### src/rtl/spmv_mem_pkg.sv
// Shared widths and the round-robin pick helper for the SpMV memory arbiter.
package spmv_mem_pkg;

  localparam int unsigned ADDR_W      = 48;
  localparam int unsigned DATA_W      = 64;
  localparam int unsigned PE_TAG_W    = 3;
  localparam int unsigned REQ_ENTRY_W = 1 + ADDR_W + DATA_W;

  // First set bit of eligible at or after ptr, wrapping within num entries.
  function automatic logic [3:0] rr_pick(input logic [15:0] eligible, input logic [3:0] ptr,
                                         input int unsigned num);
    logic [3:0] result;
    logic [3:0] idx;
    logic       found;
    result = ptr;
    found  = 1'b0;
    for (int unsigned i = 0; i < 16; i++) begin
      idx = 4'((32'(ptr) + i) % num);
      if (i < num && !found && eligible[idx]) begin
        result = idx;
        found  = 1'b1;
      end
    end
    return result;
  endfunction

endpackage

### src/rtl/spmv_req_skid_fifo.sv
// Per-PE request FIFO with a registered occupancy count and a registered almost-full flag.
module spmv_req_skid_fifo #(
  parameter int unsigned WIDTH    = 113,
  parameter int unsigned DEPTH    = 8,
  parameter int unsigned AFULL_TH = 5
) (
  input  logic             clk,
  input  logic             rst_n,
  input  logic             i_push,
  input  logic [WIDTH-1:0] i_data,
  input  logic             i_pop,
  output logic [WIDTH-1:0] o_data,
  output logic             o_empty,
  output logic             o_full,
  output logic             o_afull
);

  localparam int unsigned PTR_W = $clog2(DEPTH);
  localparam int unsigned CNT_W = PTR_W + 1;

  logic [WIDTH-1:0] r_mem [DEPTH];
  logic [PTR_W-1:0] r_wptr;
  logic [PTR_W-1:0] r_rptr;
  logic [CNT_W-1:0] r_count;
  logic             r_afull;
  logic             w_wr_en;
  logic             w_rd_en;
  logic [CNT_W-1:0] w_count_d;

  assign o_empty = (r_count == '0);
  assign o_full  = (r_count == CNT_W'(DEPTH));
  assign o_afull = r_afull;
  assign o_data  = r_mem[r_rptr];

  // A full FIFO still accepts a write when it pops in the same cycle.
  assign w_wr_en   = i_push && (!o_full || i_pop);
  assign w_rd_en   = i_pop && !o_empty;
  assign w_count_d = r_count + CNT_W'(w_wr_en) - CNT_W'(w_rd_en);

  always_ff @(posedge clk or negedge rst_n) begin
    if (!rst_n) begin
      r_wptr  <= '0;
      r_rptr  <= '0;
      r_count <= '0;
      r_afull <= 1'b0;
    end else begin
      if (w_wr_en) r_wptr <= r_wptr + PTR_W'(1);
      if (w_rd_en) r_rptr <= r_rptr + PTR_W'(1);
      r_count <= w_count_d;
      r_afull <= (w_count_d >= CNT_W'(AFULL_TH));
    end
  end

  always_ff @(posedge clk) begin
    if (w_wr_en) r_mem[r_wptr] <= i_data;
  end

endmodule

### src/rtl/spmv_mem_arbiter.sv
// Round-robin sharing of one memory request/response port among NUM_PE SpMV PEs.
module spmv_mem_arbiter
  import spmv_mem_pkg::*;
#(
  parameter int unsigned NUM_PE     = 4,
  parameter int unsigned PE_BITS    = 2,
  parameter int unsigned FIFO_DEPTH = 8,
  parameter int unsigned SKID       = 3
) (
  input  logic                       clk,
  input  logic                       rst_n,
  input  logic [NUM_PE-1:0]          pe_req_ld,
  input  logic [NUM_PE-1:0]          pe_req_st,
  input  logic [ADDR_W*NUM_PE-1:0]   pe_req_addr,
  input  logic [DATA_W*NUM_PE-1:0]   pe_req_d_or_tag,
  output logic [NUM_PE-1:0]          pe_req_stall,
  output logic [NUM_PE-1:0]          pe_rsp_push,
  output logic [PE_TAG_W-1:0]        pe_rsp_tag,
  output logic [DATA_W-1:0]          pe_rsp_q,
  input  logic [NUM_PE-1:0]          pe_rsp_stall,
  output logic                       mem_req_ld,
  output logic                       mem_req_st,
  output logic [ADDR_W-1:0]          mem_req_addr,
  output logic [DATA_W-1:0]          mem_req_d_or_tag,
  input  logic                       mem_req_stall,
  input  logic                       mem_rsp_push,
  input  logic [PE_BITS+PE_TAG_W-1:0] mem_rsp_tag,
  input  logic [DATA_W-1:0]          mem_rsp_q,
  output logic                       mem_rsp_stall
);

  logic [NUM_PE-1:0]      w_push;
  logic [NUM_PE-1:0]      w_pop;
  logic [NUM_PE-1:0]      w_empty;
  logic [NUM_PE-1:0]      w_full;
  logic [NUM_PE-1:0]      w_afull;
  logic [NUM_PE-1:0]      w_rsp_sel;
  logic [REQ_ENTRY_W-1:0] w_rd_data [NUM_PE];
  logic [NUM_PE-1:0]      w_elig;
  logic                   w_grant;
  logic [3:0]             w_pick;
  logic [3:0]             w_unused_pick;
  logic [PE_BITS-1:0]     w_winner;
  logic [REQ_ENTRY_W-1:0] w_win_entry;
  logic                   w_win_st;
  logic                   w_err_set;

  logic                   r_mem_ld;
  logic                   r_mem_st;
  logic [ADDR_W-1:0]      r_mem_addr;
  logic [DATA_W-1:0]      r_mem_data;
  logic [PE_BITS-1:0]     r_rr_ptr;
  logic [NUM_PE-1:0]      r_rsp_push;
  logic [PE_TAG_W-1:0]    r_rsp_tag;
  logic [DATA_W-1:0]      r_rsp_q;
  logic                   r_mem_rsp_stall;
  logic                   err_q;

  for (genvar g = 0; g < NUM_PE; g++) begin : g_pe
    assign w_push[g]    = pe_req_ld[g] | pe_req_st[g];
    assign w_pop[g]     = w_grant && (w_winner == PE_BITS'(g));
    assign w_rsp_sel[g] = mem_rsp_push && (mem_rsp_tag[PE_BITS+PE_TAG_W-1:PE_TAG_W] == PE_BITS'(g));

    // ld+st together is captured as a store (st bit wins).
    spmv_req_skid_fifo #(
      .WIDTH    (REQ_ENTRY_W),
      .DEPTH    (FIFO_DEPTH),
      .AFULL_TH (FIFO_DEPTH - SKID)
    ) u_fifo (
      .clk     (clk),
      .rst_n   (rst_n),
      .i_push  (w_push[g]),
      .i_data  ({pe_req_st[g], pe_req_addr[ADDR_W*g +: ADDR_W], pe_req_d_or_tag[DATA_W*g +: DATA_W]}),
      .i_pop   (w_pop[g]),
      .o_data  (w_rd_data[g]),
      .o_empty (w_empty[g]),
      .o_full  (w_full[g]),
      .o_afull (w_afull[g])
    );
  end

  assign w_elig        = ~w_empty;
  assign w_grant       = !mem_req_stall && (|w_elig);
  assign w_pick        = rr_pick(16'(w_elig), 4'(r_rr_ptr), NUM_PE);
  assign w_unused_pick = w_pick;
  assign w_winner      = w_pick[PE_BITS-1:0];
  assign w_win_entry   = w_rd_data[w_winner];
  assign w_win_st      = w_win_entry[REQ_ENTRY_W-1];
  assign w_err_set     = (|(pe_req_ld & pe_req_st)) | (|(w_push & w_full & ~w_pop));

  always_ff @(posedge clk or negedge rst_n) begin
    if (!rst_n) begin
      r_mem_ld        <= 1'b0;
      r_mem_st        <= 1'b0;
      r_mem_addr      <= '0;
      r_mem_data      <= '0;
      r_rr_ptr        <= '0;
      r_rsp_push      <= '0;
      r_rsp_tag       <= '0;
      r_rsp_q         <= '0;
      r_mem_rsp_stall <= 1'b0;
      err_q           <= 1'b0;
    end else begin
      r_mem_ld <= w_grant && !w_win_st;
      r_mem_st <= w_grant && w_win_st;
      if (w_grant) begin
        r_mem_addr <= w_win_entry[DATA_W +: ADDR_W];
        // Loads carry the owning PE index above the PE's own tag.
        r_mem_data <= w_win_st ? w_win_entry[DATA_W-1:0]
                               : DATA_W'({w_winner, w_win_entry[PE_TAG_W-1:0]});
        r_rr_ptr   <= w_winner + PE_BITS'(1);
      end
      r_rsp_push      <= w_rsp_sel;
      r_rsp_tag       <= mem_rsp_tag[PE_TAG_W-1:0];
      r_rsp_q         <= mem_rsp_q;
      r_mem_rsp_stall <= |pe_rsp_stall;
      err_q           <= err_q | w_err_set;
    end
  end

  assign pe_req_stall     = w_afull;
  assign pe_rsp_push      = r_rsp_push;
  assign pe_rsp_tag       = r_rsp_tag;
  assign pe_rsp_q         = r_rsp_q;
  assign mem_req_ld       = r_mem_ld;
  assign mem_req_st       = r_mem_st;
  assign mem_req_addr     = r_mem_addr;
  assign mem_req_d_or_tag = r_mem_data;
  assign mem_rsp_stall    = r_mem_rsp_stall;

endmodule

### config.mk
export PLATFORM = sky130hd
export DESIGN_NAME = spmv_mem_arbiter
export DESIGN_NICKNAME = d
export VERILOG_FILES = /design/src/rtl/spmv_mem_pkg.sv /design/src/rtl/spmv_req_skid_fifo.sv /design/src/rtl/spmv_mem_arbiter.sv
export SDC_FILE = /design/constraint.sdc
export NUM_CORES = 2
export LEC_CHECK = 0
export CELL_PAD_IN_SITES_DETAIL_PLACEMENT = 0
export CELL_PAD_IN_SITES_GLOBAL_PLACEMENT = 2
export CORE_AREA = 2 2 471 660
export DETAILED_ROUTE_END_ITERATION = 8
export DIE_AREA = 0 0 473 662
export GPL_TIMING_DRIVEN = 1
export PLACE_DENSITY = 0.82
export SLEW_MARGIN = 30
export SYNTH_ARGS = -nofsm -noshare
export SYNTH_HDL_FRONTEND = slang
export SYNTH_SLANG_ARGS = --single-unit
### constraint.sdc
create_clock -name clk -period 16.6 [get_ports clk]
set_input_delay 4.98 -clock clk [delete_from_list [all_inputs] [get_ports clk]]
set_output_delay 4.98 -clock clk [all_outputs]
set_load 0.03 [all_outputs]
### Word-level counts from Yosys, hierarchy flattened

Memory sizes are Yosys's and may differ from the RTL's.
Index checks and enable logic that the tools add are counted.

| word-level totals | value |
|---|---|
| register bits after elaboration | 232 |
| RAM bits | 3,616 |
| input port bits | 533 |
| output and inout port bits | 190 |
| word-level logic and storage cells | 147 |
| memories | 4 |

| cells by class | value |
|---|---|
| $add $sub $neg | 20 |
| order comparisons | 9 |
| equal/unequal tests | 10 |
| muxes and demuxes | 26 |
| bitwise gates (word level) | 6 |
| reductions and logical operators | 47 |

Memory list:

| memory | depth | width | read ports | clocked after memory_dff | write ports | RTL line | text |
|---|---|---|---|---|---|---|---|
| g_pe[0].u_fifo.r_mem | 8 | 113 | 1 | 0 | 1 | spmv_req_skid_fifo.sv:21 | `logic [WIDTH-1:0] r_mem [DEPTH];` |
| g_pe[1].u_fifo.r_mem | 8 | 113 | 1 | 0 | 1 | spmv_req_skid_fifo.sv:21 |  |
| g_pe[2].u_fifo.r_mem | 8 | 113 | 1 | 0 | 1 | spmv_req_skid_fifo.sv:21 |  |
| g_pe[3].u_fifo.r_mem | 8 | 113 | 1 | 0 | 1 | spmv_req_skid_fifo.sv:21 |  |

Operators by type and width:

| cell | count |
|---|---|
| 113-bit binary-select mux with 2-bit select | 1 |
| 113-bit 2-to-1 mux | 2 |
| 64-bit 2-to-1 mux | 1 |
| 3-bit by 1-bit adder with 3-bit output, second input constant | 8 |
| 1-bit logical AND | 22 |
| 2-bit by 5-bit less-than comparator with 1-bit output, second input constant | 4 |
| 4-bit by 1-bit adder with 4-bit output | 4 |
| 4-bit == test, second input constant | 4 |
| 4-bit by 3-bit >= comparator with 1-bit output, second input constant | 4 |
| 4-bit zero test | 4 |
| 4-bit by 1-bit subtractor with 4-bit output | 4 |
| 1-bit 2-to-1 mux | 15 |
| 1-bit zero test | 13 |
| 1-bit binary-select mux with 2-bit select | 4 |
| 2-bit == test, second input constant | 4 |
| 4-bit OR reduction | 2 |
| 2-bit 2-to-1 mux | 3 |
| 2-bit by 1-bit adder with 2-bit output, second input constant | 2 |
| 2-bit adder, second input constant | 2 |
| 2-bit by 1-bit == test with 1-bit output, second input constant | 2 |
| 2-bit zero test | 2 |
| 1-bit logical OR | 4 |
| 4-bit NOT | 1 |
| 1-bit bitwise OR | 4 |
| 2 further kinds | 2 |

### Depth between registers and ports, before layout

| logic depth | value |
|---|---|
| depth after elaboration | 21 |
| depth in mapped cells | 16 |
| depth with buffers taken out | 15 |

### Cells and area by module

From an unflattened synthesis, not the netlist that was laid out.

| second synthesis, totals | value |
|---|---|
| cells, all modules | 6,232 |
| area total of the unflattened synthesis | 147,158.6 um^2 |

Modules (own cells, without submodules):

| module | times used | cells each | area an instance (um^2) | sequential area each (um^2) |
|---|---|---|---|---|
| spmv_req_skid_fifo (g_pe[0].u_fifo ...) | 2 | 1,370 | 34,478.1 | 27,421.3 |
| spmv_req_skid_fifo (g_pe[1].u_fifo ...) | 2 | 1,370 | 34,476.8 | 27,421.3 |
| spmv_mem_arbiter | 1 | 752 | 9,248.9 | 4,704.5 |

### Worst setup path before layout

OpenSTA, ideal clock, no wires.

| timing path | value |
|---|---|
| kind | in2reg |
| from | input mem_req_stall |
| to | memory g_pe[3].u_fifo.r_mem[4][0], enable pin |
| library setup time | 0.903 ns |
| data arrival time | 17.438 ns |
| data required time | 15.697 ns |
| slack | -1.741 ns |
| stages | 5 |
| buffers on the path | 0 |
| cell sequence | a41oi_1 -> nand2_1 -> o2111ai_2 -> o21ai_2 -> nor4b_1 |

| between the ends | value |
|---|---|
| word-level cells in the longest chain between the ends | 7 |

RTL lines:

| element | RTL line | text |
|---|---|---|
| from (decl) | spmv_mem_arbiter.sv:25 | `input logic mem_req_stall,` |
| 1-bit zero test | spmv_mem_arbiter.sv:83 | `assign w_grant = !mem_req_stall && (\|w_elig);` |
| 1-bit logical AND | spmv_mem_arbiter.sv:83 |  |
| 1-bit logical AND | spmv_mem_arbiter.sv:61 | `assign w_pop[g] = w_grant && (w_winner == PE_BITS'(g));` |
| 1-bit logical OR | spmv_req_skid_fifo.sv:36 | `assign w_wr_en = i_push && (!o_full \|\| i_pop);` |
| 1-bit logical AND | spmv_req_skid_fifo.sv:36 |  |
| 1-bit 2-to-1 mux | spmv_req_skid_fifo.sv:55 | `if (w_wr_en) r_mem[r_wptr] <= i_data;` |
| 1-bit 2-to-1 mux (not written as such) | spmv_req_skid_fifo.sv:55 |  |
| to (decl) | spmv_req_skid_fifo.sv:21 |  |

No other way between the ends.

### Final worst setup path

| timing path | value |
|---|---|
| from | input mem_req_stall |
| to | memory g_pe[2].u_fifo.r_mem[6][49], enable pin |

| between the ends | value |
|---|---|
| word-level cells in the longest chain between the ends | 7 |

RTL lines:

| element | RTL line | text |
|---|---|---|
| 1-bit zero test | spmv_mem_arbiter.sv:83 |  |
| 1-bit logical AND | spmv_mem_arbiter.sv:83 |  |
| 1-bit logical AND | spmv_mem_arbiter.sv:61 |  |
| 1-bit logical OR | spmv_req_skid_fifo.sv:36 |  |
| 1-bit logical AND | spmv_req_skid_fifo.sv:36 |  |
| net g_pe[2].u_fifo.w_wr_en | spmv_req_skid_fifo.sv:26 | `logic w_wr_en;` |
| 1-bit 2-to-1 mux | spmv_req_skid_fifo.sv:55 |  |
| 1-bit 2-to-1 mux (not written as such) | spmv_req_skid_fifo.sv:55 |  |
| to (decl) | spmv_req_skid_fifo.sv:21 |  |

The timed path passes the listed nets, and every way through them passes these cells.

==> key figures <==
Status
  • Status: finished, final reports clean

STA
  • Final Hold Viols: 0
  • Clk_skew: about 47 ps
  • Final Cycle Share: 0.512
  • Period minus WS final: roughly 8500 ps
  • Final setup violation count: 0
  • Fin. max-slew vios: 0
  • Worst-margin pin slew: 1050 ps
  • RSZ-0062 raised after global routing: no
  • Fmax: around 0.12 GHz
  • Slew HR: 0.299

Logic synthesis
  • Seq/Total Area, Yosys: 0.778
  • Yosys reg bits: 3,848
  • Ys async rst share: 0.0603
  • Cells after Synth: 6,611
  • Distinct cells, synth: 58
  • Yosys warns: 0
  • Post-synth net total: roughly 7,200
  • Commonest register cell after synthesis: edfxtp_1
  • Number of synthesized flops with an enable pin: 3,616
  • Syn Area/Cell: 22.2 sq um
  • Mapped Area: 0.147 sq mm

Cells and area
  • Final #Nets: 8,021
  • Synth-to-layout area growth: 16.4%
  • Non-Filler Instances: 11,800
  • Most frequent cells in the layout: edfxtp_1 (3,616), mux4_2 (904), clkdlybuf4s50_1 (721)
  • Post-layout util: 0.557
  • Layout cell share with drive strength beyond 1: 0.217
  • Commonest non-fill, non-tap cell in the layout: edfxtp_1

Placed design
  • DP HPWL: between 200 and 250 mm
  • GPL Wtd Cong: 0.819
  • Placed Instances: 11,100
  • Buffers on Ports: 722

Clock network
  • CTS buffer count: 359
  • Latest clock arrival within the worst-skew pair: 890 ps
  • TritonCTS clock tree: yes
  • Num Clock Sinks: 3,848
  • CTS Hold Buffers Added: 0
  • Max clock buf depth: 4
  • H-tree Lvls: 5
  • CTS resizes: 0
  • Root buffer cell: clkbuf_16
  • Worst-path clk slew: approximately 60 ps
  • Setup Buffers After CTS: 0

Floorplanning
  • DIE WIDTH: 473 microns
  • Die span in y: 662 microns
  • Initial core utilization: 0.479
  • Row count: ~240
  • Die ar.: 0.313 sq mm
  • I/O Pins: ~720
  • CORE AREA: 0.307 sq mm

Critical path
  • Reg2Reg Depth: 12
  • Setup Crit Path Kind: input port to flop
  • RR Endpoint: g_pe[2].u_fifo.r_mem[6][49]
  • Critical Path Start Type: input port
  • Launch point of the worst path: mem_req_stall
  • Critical path arrival: 8990 ps
  • Crit-path max FO: 60
  • CP endpoint: g_pe[2].u_fifo.r_mem[6][49]
  • Crit end category: flop
  • Critical path required time: 17,100 ps
  • R2R setup slack: 10,610 ps
  • Reg-to-reg startpoint: g_pe[3].u_fifo.r_count[2]

Worst hold path
  • Hold Path Class: flop to flop
  • Hold_sp: mem_req_d_or_tag[31]

GRT
  • Vias in the first global route: 71,300
  • Initial antenna violation count: 171
  • Largest net degree at the start of global routing: 119
  • First-pass GRT wire length: 521 mm
  • Tot GR Track Use: 0.233
  • GRT overflow: 0

Run
  • Max-cap viol count: 0

Drt
  • Iter 0 DRT Violations: roughly 7,700
  • DRC errors left: 0
  • Vias per std cell: 5.96
  • Drt wl/cell: 31.1 microns
  • Drt first pass iters: 5
  • WL final: about 370 mm
  • Total number of vias: just over 70,000
  • Antenna Violating Nets Remaining: 0

Power
  • Max VDD drop: 0.158 mV
  • Design Power: 0.0330 W
  • Cell Pwr Density: 193 mW/mm^2
  • Leakage power: 54.6 nW
==> report_power, final <==
part,leakage [nW],switching [W],internal [W],total (W)
Sequential,35.8,0.000823,0.0129,0.0138
Clock,5.68,0.00348,0.00471,0.00819
Combinational,13.1,0.00689,0.00415,0.0110
==> stage by stage <==
stage / area, sq um / setup slack (ps) / setup TNS, ps / hold slack, ps
floorplan: 147000 / -1640 / -449660 / 524
global placement: 159000 / 7240 / 0 / 465
detailed placement: 159000 / 7230 / 0 / 470
CTS: 171000 / 8190 / 0 / 484
global route: 171000 / 7940 / 0 / 519
finish: 171000 / 8110 / 0 / 483
==> synth_stat cells, types with 2 or more instances <==
library cell,n,area [sq um]
edfxtp_1,3616,109000
mux4_2,904,20400
a211oi_1,335,2510
dfrtp_1,232,5810
mux2i_1,228,2280
clkbuf_1,227,852
a21oi_1,224,1120
nor2b_1,222,1390
nand2_1,133,499
buf_2,130,651
o31ai_2,58,726
o21ai_1,54,270
inv_1,33,124
ha_1,32,400
buf_1,16,60.1
nor2_1,16,60.1
xnor2_1,16,140
o21ai_0,13,65.1
nor3_1,11,55.1
buf_6,9,101
nor3b_1,9,67.6
xor2_1,9,78.8
nand2b_1,7,43.8
buf_4,6,45.0
a21o_1,5,37.5
mux2_2,5,56.3
nor4b_1,5,43.8
fa_1,4,80.1
nor4_1,4,25.0
o211ai_1,4,30.0
a22oi_1,3,22.5
nand3_1,3,15.0
o2111ai_2,3,45.0
o21ai_2,3,26.3
a311oi_1,2,17.5
and3_1,2,12.5
inv_2,2,7.51
mux2_1,2,22.5
nand3b_1,2,15.0
nor3b_4,2,37.5
o32ai_1,2,17.5
or3b_1,2,17.5
==> layout make-up <==
class	count	area, sq um
clock inverters	198	2010
well taps	4009	5020
inverters	35	131
repair buffers	868	8570
flip-flops and latches	3848	114000
fillers	22400	136000
multi-input cells	2340	31100
clock buffers	450	9630
diodes	76	190
==> cells by family after synthesis <==
kind of cell | Yosys count | synth area share
flops | 3848 | 0.778
simple gates | 426 | 0.0161
buf+inv | 423 | 0.0125
fa+ha+maj | 36 | 0.00327
xor+xnor | 25 | 0.00149
compound gates | 713 | 0.0337
mux | 1140 | 0.155
==> how the worst min path moves through the flow <==
stage                                to  slack, ps  depth (start not counted)
6_report           mem_req_d_or_tag[31]        480                          2
5_1_grt            mem_req_d_or_tag[11]        520                          2
4_1_cts            mem_req_d_or_tag[31]        480                          2
3_5_place_dp       mem_req_d_or_tag[31]        470                          2
3_3_place_gp       mem_req_d_or_tag[31]        460                          2
2_1_floorplan  g_pe[2].u_fifo.r_wptr[2]        520                          1
==> state kept, by name, indices dropped and copies added, names as in the netlist <==
register / cells
mem_rsp_stall: 1
pe_rsp_push: 4
mem_req_d_or_tag: 64
pe_rsp_tag: 3
g_pe.u_fifo.r_wptr: 12
mem_req_st: 1
g_pe.u_fifo.r_mem: 3616
g_pe.u_fifo.r_rptr: 12
pe_rsp_q: 64
mem_req_ld: 1
g_pe.u_fifo.o_afull: 4
mem_req_addr: 48
g_pe.u_fifo.r_count: 16
r_rr_ptr: 2
==> critical path, stage by stage <==
cell and delay (ps):
clkdlybuf4s50_1 450, a41oi_1 490, o2111ai_2 470, a21o_1 410
inv_2 140, nand2_1 180, nor3b_2 220, buf_4 750
buf_4 790
==> layer usage <==
| metal | routed length (microns) | global-route usage |
|---|---|---|
| met5 | 590 | 0 |
| met4 | 12100 | 0.0791 |
| met3 | 32700 | 0.0570 |
| met2 | 179000 | 0.371 |
| met1 | 143000 | 0.317 |
Power figures use the tool's default switching activity.
